## config.mk

```make
export PLATFORM = sky130hd
export DESIGN_NAME = card_request_arbiter
export DESIGN_NICKNAME = d
export VERILOG_FILES = /design/src/rtl/card_request_arbiter.sv
export SDC_FILE = /design/constraint.sdc
export NUM_CORES = 1
export LEC_CHECK = 0
export CAP_MARGIN = 10
export CORE_MARGIN = 8
export CORE_UTILIZATION = 30
export DETAILED_ROUTE_END_ITERATION = 8
export HOLD_SLACK_MARGIN = 0.1
export PLACE_DENSITY_LB_ADDON = 0.08
export SLEW_MARGIN = 20
export SYNTH_ARGS = -nofsm -noshare
export SYNTH_HDL_FRONTEND = slang
export SYNTH_SLANG_ARGS = --single-unit
```

## constraint.sdc

```tcl
create_clock -name clk_i -period 4.2 [get_ports clk_i]
set_clock_uncertainty 0.05 [all_clocks]
set_input_delay 0.84 -clock clk_i [delete_from_list [all_inputs] [get_ports clk_i]]
set_output_delay 0.84 -clock clk_i [all_outputs]
set_load 0.01 [all_outputs]
```

## src/rtl/card_request_arbiter.sv

```systemverilog
// Round-robin arbiter sharing one random card source between player and dealer FSMs.
// Issues card requests, range-checks returned cards with bounded retry, and counts cards dealt.
module card_request_arbiter #(
    parameter int CARD_LAT  = 2,
    parameter int CARD_MIN  = 1,
    parameter int CARD_MAX  = 13,
    parameter int MAX_RETRY = 4,
    parameter int DECK_SIZE = 52,
    parameter int CNT_W     = 6
) (
    input  logic             clk_i,
    input  logic             rst_i,
    input  logic             p_req_i,
    input  logic             d_req_i,
    input  logic             new_deck_i,
    input  logic [7:0]       card_i,
    output logic             request_card_o,
    output logic             p_ack_o,
    output logic             d_ack_o,
    output logic [7:0]       card_o,
    output logic             err_o,
    output logic             busy_o,
    output logic             deck_empty_o,
    output logic [CNT_W-1:0] cards_dealt_o
);

    localparam logic [2:0] S_IDLE  = 3'd0;
    localparam logic [2:0] S_ISSUE = 3'd1;
    localparam logic [2:0] S_WAIT  = 3'd2;
    localparam logic [2:0] S_CHECK = 3'd3;
    localparam logic [2:0] S_DONE  = 3'd4;

    localparam int WAIT_W  = (CARD_LAT > 1) ? $clog2(CARD_LAT) : 1;
    localparam int RETRY_W = $clog2(MAX_RETRY + 1);

    logic [2:0]         state;
    logic [WAIT_W-1:0]  wait_cnt;
    logic [RETRY_W-1:0] retry_cnt;
    logic               win_d;
    logic               last_d;
    logic               err_r;
    logic [7:0]         card_r;
    logic [CNT_W-1:0]   dealt;
    logic               card_ok;

    assign card_ok = (card_r >= 8'(CARD_MIN)) && (card_r <= 8'(CARD_MAX));

    // last_d=1 after reset so a simultaneous first request goes to the player
    always_ff @(posedge clk_i or posedge rst_i) begin
        if (rst_i) begin
            state     <= S_IDLE;
            wait_cnt  <= '0;
            retry_cnt <= '0;
            win_d     <= 1'b0;
            last_d    <= 1'b1;
            err_r     <= 1'b0;
            card_r    <= '0;
        end else begin
            case (state)
                S_IDLE: begin
                    if (!deck_empty_o && (p_req_i || d_req_i)) begin
                        win_d     <= d_req_i && (!p_req_i || !last_d);
                        retry_cnt <= '0;
                        err_r     <= 1'b0;
                        state     <= S_ISSUE;
                    end
                end
                S_ISSUE: begin
                    wait_cnt <= '0;
                    state    <= S_WAIT;
                end
                S_WAIT: begin
                    if (wait_cnt == WAIT_W'(CARD_LAT - 1)) begin
                        card_r <= card_i;
                        state  <= S_CHECK;
                    end else begin
                        wait_cnt <= wait_cnt + 1'b1;
                    end
                end
                S_CHECK: begin
                    if (card_ok) begin
                        err_r <= 1'b0;
                        state <= S_DONE;
                    end else begin
                        retry_cnt <= retry_cnt + 1'b1;
                        if (retry_cnt == RETRY_W'(MAX_RETRY - 1)) begin
                            err_r <= 1'b1;
                            state <= S_DONE;
                        end else begin
                            state <= S_ISSUE;
                        end
                    end
                end
                S_DONE: begin
                    last_d <= win_d;
                    state  <= S_IDLE;
                end
                default: state <= S_IDLE;
            endcase
        end
    end

    // A new deck clears the count even when it lands on a completing deal
    always_ff @(posedge clk_i or posedge rst_i) begin
        if (rst_i) begin
            dealt <= '0;
        end else if (new_deck_i) begin
            dealt <= '0;
        end else if (state == S_DONE && !err_r && dealt != CNT_W'(DECK_SIZE)) begin
            dealt <= dealt + 1'b1;
        end
    end

    assign request_card_o = (state == S_ISSUE);
    assign p_ack_o        = (state == S_DONE) && !win_d;
    assign d_ack_o        = (state == S_DONE) && win_d;
    assign err_o          = (state == S_DONE) && err_r;
    assign card_o         = card_r;
    assign busy_o         = (state != S_IDLE);
    assign deck_empty_o   = (dealt == CNT_W'(DECK_SIZE));
    assign cards_dealt_o  = dealt;

endmodule

```

Word-level counts from Yosys, hierarchy flattened --
Index checks and enable logic that the tools add are counted.
Cells by class: $add $sub $neg 3, magnitude comparators 2, equal/unequal tests 11, multiplexer cells 16, reductions and logical operators 25
Operator list (count):
- 3-bit 2-to-1 mux | 6
- 6-bit 2-to-1 mux | 2
- 3-bit one-hot mux with 4 select lines | 1
- 3-bit by 2-bit == test with 1-bit output, second input constant | 3
- 8-bit by 1-bit greater-or-equal comparator with 1-bit output, second input constant | 1
- 8-bit by 4-bit <= comparator with 1-bit output, second input constant | 1
- 1-bit logical AND | 8
- 6-bit by 1-bit adder with 6-bit output, second input constant | 1
- 6-bit == test, second input constant | 1
- 2-bit != test, second input constant | 3
- 6-bit != test, second input constant | 1
- 3-bit one-hot mux with 2 select lines | 1
- 2-bit AND reduction | 3
- 3-bit AND reduction | 2
- 2-bit nonzero test | 3
- 1-bit logical NOT | 5
- 1-bit 2-to-1 mux | 4
- 1-bit one-hot mux with 2 select lines | 2
- 3-bit by 1-bit adder with 3-bit output, second input constant | 1
- 3-bit by 1-bit == test with 1-bit output, second input constant | 1
- 3-bit == test, second input constant | 1
- 3-bit logical NOT | 1
- 3-bit != test, second input constant | 1
- 3-bit nonzero test | 1
- 2 further kinds | 3
Word-level totals: bits in registers 24, input bits 13, output and inout port bits 20, word-level logic and storage cells 65

Depth between registers and ports, before layout --
Gate-level depths: netlist of run 1.
depth after elaboration 5, gate-level depth with buffers 6, mapped depth without buffers 6

Least setup slack after synthesis of run 1 --
Ideal clock, no wire load.
path type register -> output, start register state[0], end output p_ack_o, arrival 1.054 ns, required time 3.310 ns, path slack 2.256 ns, stages on the path, launching flop included 4, buffers on the path 1, path through dfrtp_1 -> buf_2 -> nor3b_1 -> nor2b_1
Between the ends: longest elaborated chain between the ends 2
Ends and longest elaborated chain:
- from (decl) | line 36 | logic [2:0] state;
- from (signal assigned) | line 51 | state <= S_IDLE;
- from (signal assigned) | line 65 | state <= S_ISSUE;
- from (signal assigned) | line 70 | state <= S_WAIT;
- 3-bit == test | line 115 | assign p_ack_o = (state == S_DONE) && !win_d;
- 1-bit logical AND | line 115
- to (decl) | line 18 | output logic p_ack_o,
No other way between the ends.

Worst setup path after layout of run 1 --
start register state[1], end output err_o
Between the ends: longest elaborated chain between the ends 2
Ends and longest elaborated chain:
- 3-bit == test | line 117 | assign err_o = (state == S_DONE) && err_r;
- 1-bit logical AND | line 117
- to (decl) | line 21 | output logic err_o,
No other way between the ends.

==> results.cfg, run 1 <==
[run_status]
outcome = complete, no violations

[logic_synthesis]
syn_area_mm2 = 0.001192
synth_edf_count = 0
ys.flop_type = dfrtp_1
async_flop_share_pct = 100.0
synth_cells = 110
ys_ff_latch = 24
synthDistinctLibCells = 39
syn_nets = 127
syn_avg_cell_area_um2 = 10.84
ys_seq_area_share_pct = 50.47
synth_warnings = 0

[place]
dp_hpwl_um = 2056
portBuffers = 32
gp_congestion = 0.7879

[cts]
ctsResizeCount = 0
cts_setup_buffers = 0
root_buffer = clkbuf_8
clock_path_buffers = 2
clk_latency_ns = 0.26
clk_pin_slew_ns = 0.09
numClockSinks = 24
cts_tree = built
cts_buffers = 3
htree_num_levels = 1
cts_hold_buffers = 0

[layout]
nNetsFinal = 161
syn_to_final_growth_pct = 35.05
post-route-util_pct = 41.14
diodes = 0
layout-drive-gt1-share_pct = 14.69

[sta]
worst_pin_slew_ns = 0.9350
hold_viol = 0
finalSetupViolCount = 0
period_minus_slack_ns = 2.784
max_freq_ghz = 0.3592
rsz0062_at_grt = false
report.final.slew_viol_count = 0
setup_tns_ns = 0
slew_headroom_pct = 37.60
fin_crit_sh_pct = 66.28

[flow_run]
cap_violations = 0

[power_and_ir_drop]
ir_worst_vdd_mv = 0.3588
power.leakage_uw = 0.0006559
power_density_mw_per_mm2 = 575.4

[setup_path]
cp.arrival_ns = 1.89
crit_fanout = 9
cp-end-kind = output pin
required_ns = 3.31
cp-start-kind = register
crit_type = register to output pin

[grt]
antenna_found_initial = 0
grtUsageTotal_pct = 9.357
grt_first_pass_wirelength_um = 4657
gr-total-overflow = 0
grt_max_degree = 25
grt_pass1_vias = 977

[routing]
first_pass_iters = 4
drt_wl_total_um = 2740
wl_per_cell_um = 14.20
ant_nets = 0
drc = 0
drt_iter0_drc = 79
vias = 920
via_per_inst = 4.767

[floorplan]
core_area_mm2 = 0.003914
rows = 23
initial_utilization_pct = 30.47
die_y_um = 79.05
num_io_pins = 33
die_area_mm2 = 0.006248
dieWidth_um = 79.05

[worst_hold_path]
hp-class = register to register
[critical path, cell delays in order (launching register included)]
cell and delay, ns:
dfrtp_1 0.49, nor3b_1 0.41, and2_1 0.19, clkdlybuf4s50_1 0.53
[state kept, by name, indices dropped and copies added, names as in the netlist]
register	cells
card_o	8
cards_dealt_o	6
err_r	1
last_d	1
retry_cnt	3
state	3
wait_cnt	1
win_d	1
[report_power, final]
group | internal (µW) | switching [µW]
registers | 314 | 86.9
clock network | 83.7 | 74.4
logic | 209 | 159
total | 607 | 320
[final cells by class]
| cell class | count | area (µm²) |
|---|---|---|
| clock buffers | 4 | 55.05 |
| repair buffers | 32 | 320.3 |
| multi-input cells | 76 | 544.3 |
| well taps | 50 | 62.56 |
| fillers | 401 | 2303 |
| inverters | 7 | 26.28 |
| flip-flops and latches | 24 | 601.8 |
[path summary, 6_finish.rpt]
path	start	to	slack, ns	cells after the start
max in group asynchronous	rst_i	retry_cnt[1]	2.50	2
worst min-delay path	retry_cnt[0]	retry_cnt[0]	0.45	1
min in group asynchronous	rst_i	cards_dealt_o[1]	1.03	2
worst min register to register	retry_cnt[0]	retry_cnt[0]	0.45	1
worst max register to register	card_o[7]	retry_cnt[1]	2.34	4
worst max-delay path	state[1]	err_o	1.42	3
[stage by stage]
stage          area (µm²)  hold slack [ns]  cells  total power, µW  worst slack, ns
2_1_floorplan        1192           0.4155    110            619.0            2.256
3_3_place_gp         1555           0.4324    189            773.1            1.751
3_5_place_dp         1555           0.4458    189            777.2            1.714
4_1_cts              1610           0.4560    193            941.3            1.400
5_1_grt              1610           0.5007    193             1003            1.313
6_report             1610           0.4495    193            926.6            1.416
[layout by cell type (no fill, tap or decap), types with 2 or more instances in the layout]
cell,Yosys,layout
or4_1,2,2
dfrtp_1,23,23
clkbuf_8,0,4
nand2_1,4,4
o21ai_0,7,7
nor2_1,10,10
a21oi_1,6,6
a31oi_1,2,2
and2_1,3,3
inv_1,7,7
nand3_1,4,4
nor3_1,2,2
clkdlybuf4s50_1,0,32
xnor2_1,2,2
mux2_2,9,9
ha_1,4,4
[per-layer routing]
| metal | share of wire, % | GRT usage, % |
|---|---|---|
| met1 | 46 | 11.49 |
| met2 | 44 | 14.38 |
| met3 | 8.3 | 3.837 |
| met4 | 0.80 | 3.333 |
| met5 | 0 | 0 |
[synth_stat cells (2+ instances only)]
| cell type | n | share of area, % |
|---|---|---|
| nand2_1 | 4 | 1.3 |
| o21ai_0 | 7 | 2.9 |
| ha_1 | 4 | 4.2 |
| nor2_1 | 10 | 3.1 |
| xnor2_1 | 2 | 1.5 |
| and2_1 | 3 | 1.6 |
| inv_1 | 7 | 2.2 |
| dfrtp_1 | 23 | 48 |
| nor3_1 | 2 | 0.84 |
| or4_1 | 2 | 1.3 |
| mux2_2 | 9 | 8.5 |
| a31oi_1 | 2 | 1.0 |
| a21oi_1 | 6 | 2.5 |
| nand3_1 | 4 | 1.7 |
[logic make-up after synthesis]
group                      synth area share (%)
adders and majority gates                 4.197
xor gates and xnor gates                  2.204
muxes                                     9.339
buffers and inverters                     3.882
AOI/OAI and AO/OA                         10.91
and+or+nand+nor                           19.00
DFF                                       50.47
(Power assumes the default switching activity.)
==> inputs of run 2 (changes only) <==
clock period = 2.9 ns   (was 4.2 ns; I/O delays follow)
==> results.cfg, run 2 (same netlist as run 1, synthesis figures left out) <==
[setup_path]
crit_type = register to output pin
cp-end-kind = output pin
r2r_start = state[1]
cp-start-kind = register
cp-startpoint = state[1]
required_ns = 2.27
crit_fanout = 9
cp.arrival_ns = 1.89
reg2reg_depth = 4

[place]
portBuffers = 32
dp_hpwl_um = 2026
placed_cell_area_mm2 = 0.001563
gp_congestion = 0.7912

[cts]
cts_hold_buffers = 0
cts_setup_buffers = 0
root_buffer = clkbuf_8
clock_path_buffers = 2
cts_buffers = 3
clk_pin_slew_ns = 0.08
clk_latency_ns = 0.26
numClockSinks = 24
ctsResizeCount = 0
htree_num_levels = 1
cts_tree = built

[floorplan]
rows = 23
dieWidth_um = 79.05
num_io_pins = 33
initial_utilization_pct = 30.47
die_area_mm2 = 0.006248
core_area_mm2 = 0.003914
die_y_um = 79.05

[sta]
fin_crit_sh_pct = 86.84
max_freq_ghz = 0.3971
worst_pin_slew_ns = 0.5460
hold_viol = 0
finalSetupViolCount = 0
holdWs_ns = 0.4507
report.final.slew_viol_count = 0
slew_headroom_pct = 63.44
period_minus_slack_ns = 2.518
rsz0062_at_grt = false
setup_tns_ns = 0

[power_and_ir_drop]
ir_worst_vdd_mv = 0.4677
power.leakage_uw = 0.0006607
power_density_mw_per_mm2 = 827.3

[layout]
nNetsFinal = 162
post-route-util_pct = 41.34
fillCellCount = 405
final_common_cell = clkdlybuf4s50_1
syn_to_final_growth_pct = 35.68
final_cell_mix = 32 x clkdlybuf4s50_1, 23 x dfrtp_1, 10 x nor2_1, 9 x mux2_2
fin_area_mm2 = 0.001618
layout-drive-gt1-share_pct = 15.28
diodes = 0
largest_register_ffs = 8

[routing]
wl_per_cell_um = 13.60
first_pass_iters = 4
drc = 0
ant_nets = 0
drt_wl_total_um = 2639
via_per_inst = 4.696
drt_iter0_drc = 58
vias = 911

[worst_hold_path]
hp-class = register to register
whs_path_depth = 1
min-delay-start = retry_cnt[0]

[grt]
gr-total-overflow = 0
grt_first_pass_wirelength_um = 4505
grt_pass1_vias = 953
antenna_found_initial = 0
grt_max_degree = 25
grtUsageTotal_pct = 8.834

[flow_run]
cap_violations = 0

[run_status]
outcome = complete, no violations
-- run 2: critical path, stage by stage (launching register included) --
cell,delay (ns)
dfrtp_1,0.50
nor3b_1,0.40
nor2b_1,0.18
clkdlybuf4s50_1,0.54
-- run 2: final cells by class --
cell class | count | area, µm² | area share, %
clock buffers | 4 | 55.05 | 3.403
inverters | 7 | 26.28 | 1.624
multi-input cells | 76 | 544.3 | 33.64
flip-flops and latches | 24 | 601.8 | 37.20
well taps | 50 | 62.56 | 3.867
repair buffers | 33 | 327.8 | 20.26
-- run 2: metal layers --
| metal | vias up | track usage [%] | wire, µm | share of wire, % |
|---|---|---|---|---|
| li1 | 456 | - | - | - |
| met1 | 424 | 11.27 | 1239 | 47 |
| met2 | 27 | 12.90 | 1128 | 43 |
| met3 | 4 | 4.063 | 248 | 9.4 |
| met4 | 0 | 2.778 | 23 | 0.87 |
| met5 | - | 0 | 0 | 0 |
-- run 2: worst paths after layout --
path / endpoint / slack, ns
worst max-delay path: p_ack_o / 0.38
worst min-delay path: retry_cnt[0] / 0.45
worst max register to register: cards_dealt_o[5] / 1.00
worst min register to register: retry_cnt[0] / 0.45
max in group asynchronous: last_d / 1.91
min in group asynchronous: cards_dealt_o[1] / 0.60
-- run 2: per-stage QoR --
stage,setup slack [ns],total power (µW),std cells
2_1_floorplan,1.173,896.5,110
3_3_place_gp,0.7106,1120,190
3_5_place_dp,0.6763,1124,190
4_1_cts,0.3731,1357,194
5_1_grt,0.1918,1445,194
6_report,0.3817,1338,194
-- run 2: power by group --
part | total (µW) | internal, µW | switching (µW) | leakage (µW)
clock network | 225 | 121 | 104 | 0.0000288
logic | 535 | 304 | 231 | 0.000330
registers | 579 | 455 | 124 | 0.000302
total | 1340 | 880 | 459 | 0.000661
==> inputs of run 3 (changes only) <==
CTS_BUF_LIST = sky130_fd_sc_hd__clkbuf_16   (was unset)
REMOVE_ABC_BUFFERS = 1   (was unset)
==> results.cfg, run 3 (same netlist as run 1, synthesis figures left out) <==
[grt]
met3_usage_pct = 3.047
grt_max_degree = 25
antenna_found_initial = 0
grt_pass1_vias = 979
grtUsageTotal_pct = 8.817
gr-total-overflow = 0
grt_first_pass_wirelength_um = 4450
met1_usage_pct = 10.62
busiest_layer = met2
grt_use_met2_pct = 13.89

[setup_path]
cp.arrival_ns = 1.88
cp-start-kind = register
required_ns = 2.27
crit_slowest_cell = clkdlybuf4s50_1
crit_type = register to output pin
cp_slowest_stage_delay_ns = 0.54
crit_path_cell_trace = nor3b_1, nor2b_1, clkdlybuf4s50_1
crit_fanout = 10
cp-end-kind = output pin

[power_and_ir_drop]
ir_worst_vdd_mv = 0.3148
power.leakage_uw = 0.0006831
power_density_mw_per_mm2 = 900.6

[worst_hold_path]
hp-class = register to register

[layout]
post-route-util_pct = 42.62
diodes = 0
largest_register_ffs = 8
final_cell_mix = 32 x clkdlybuf4s50_1, 23 x dfrtp_1, 10 x nor2_1, 9 x mux2_2
final_common_cell = clkdlybuf4s50_1
layout-drive-gt1-share_pct = 15.28
nNetsFinal = 162
syn_to_final_growth_pct = 39.87

[place]
portBuffers = 32
gp_congestion = 0.7247
dp_hpwl_um = 1984

[floorplan]
dieWidth_um = 79.05
num_io_pins = 33
core_area_mm2 = 0.003914
die_area_mm2 = 0.006248
rows = 23
initial_utilization_pct = 30.47
die_y_um = 79.05

[cts]
cts_tree = built
clk_pin_slew_ns = 0.06
cts_hold_buffers = 0
cts_setup_buffers = 0
htree_num_levels = 1
ctsResizeCount = 0
clk_latency_ns = 0.26
numClockSinks = 24
clock_path_buffers = 2
root_buffer = clkbuf_16
cts_buffers = 3

[routing]
via_per_inst = 4.804
wl_per_cell_um = 13.58
drc = 0
drt_wl_total_um = 2634
first_pass_iters = 4
drt_iter0_drc = 16
ant_nets = 0
vias = 932

[sta]
slew_headroom_pct = 67.88
hold_viol = 0
finalSetupViolCount = 0
setup_tns_ns = 0
report.final.slew_viol_count = 0
worst_pin_slew_ns = 0.4796
fin_crit_sh_pct = 86.60
max_freq_ghz = 0.3982
period_minus_slack_ns = 2.511
rsz0062_at_grt = false

[flow_run]
cap_violations = 0

[run_status]
outcome = complete, no violations
run 3: area by class of cell:
class	instances	area (µm²)
clock inverter	1	30.03
tap	50	62.56
sequential	24	601.8
inverter	7	26.28
clock buffer	3	75.07
multi-input combinational	76	544.3
timing repair buffer	33	327.8
fill	402	2246
run 3: final timing paths:
kind                               from  cells after the start          endpoint  slack (ns)
max reg2reg                    state[1]                      4  cards_dealt_o[5]        1.06
min reg2reg                retry_cnt[0]                      1      retry_cnt[0]        0.46
max in group asynchronous         rst_i                      3            last_d        1.88
min in group asynchronous         rst_i                      3         card_o[4]        0.62
max                            state[0]                      3           p_ack_o        0.39
min                        retry_cnt[0]                      1      retry_cnt[0]        0.46
run 3: critical path: cells and delay by family, from the launching register on:
family                 cells  cell delay, ns
AND/OR/NAND/NOR            2            0.59
buffers and inverters      1            0.54
flip-flops                 1            0.50
run 3: through the flow:
step,instances,hold WS [ns],total power [µW],setup slack [ns],area (µm²)
5_1_grt,194,0.4896,1606,0.2998,1668
3_3_place_gp,190,0.4337,1109,0.6905,1563
4_1_cts,194,0.4665,1528,0.3493,1668
2_1_floorplan,107,0.4155,871.6,1.173,1172
6_report,194,0.4624,1502,0.3885,1668
3_5_place_dp,190,0.4499,1123,0.6430,1563
run 3: metal layers:
| metal | routed length [µm] | share of wire [%] |
|---|---|---|
| met2 | 1250 | 47 |
| met4 | 17 | 0.65 |
| met5 | 0 | 0 |
| met3 | 118 | 4.5 |
| met1 | 1247 | 47 |
run 3: report_power, final:
group / switching [µW] / internal (µW)
clock network: 120 / 274
logic: 225 / 304
registers: 123 / 455
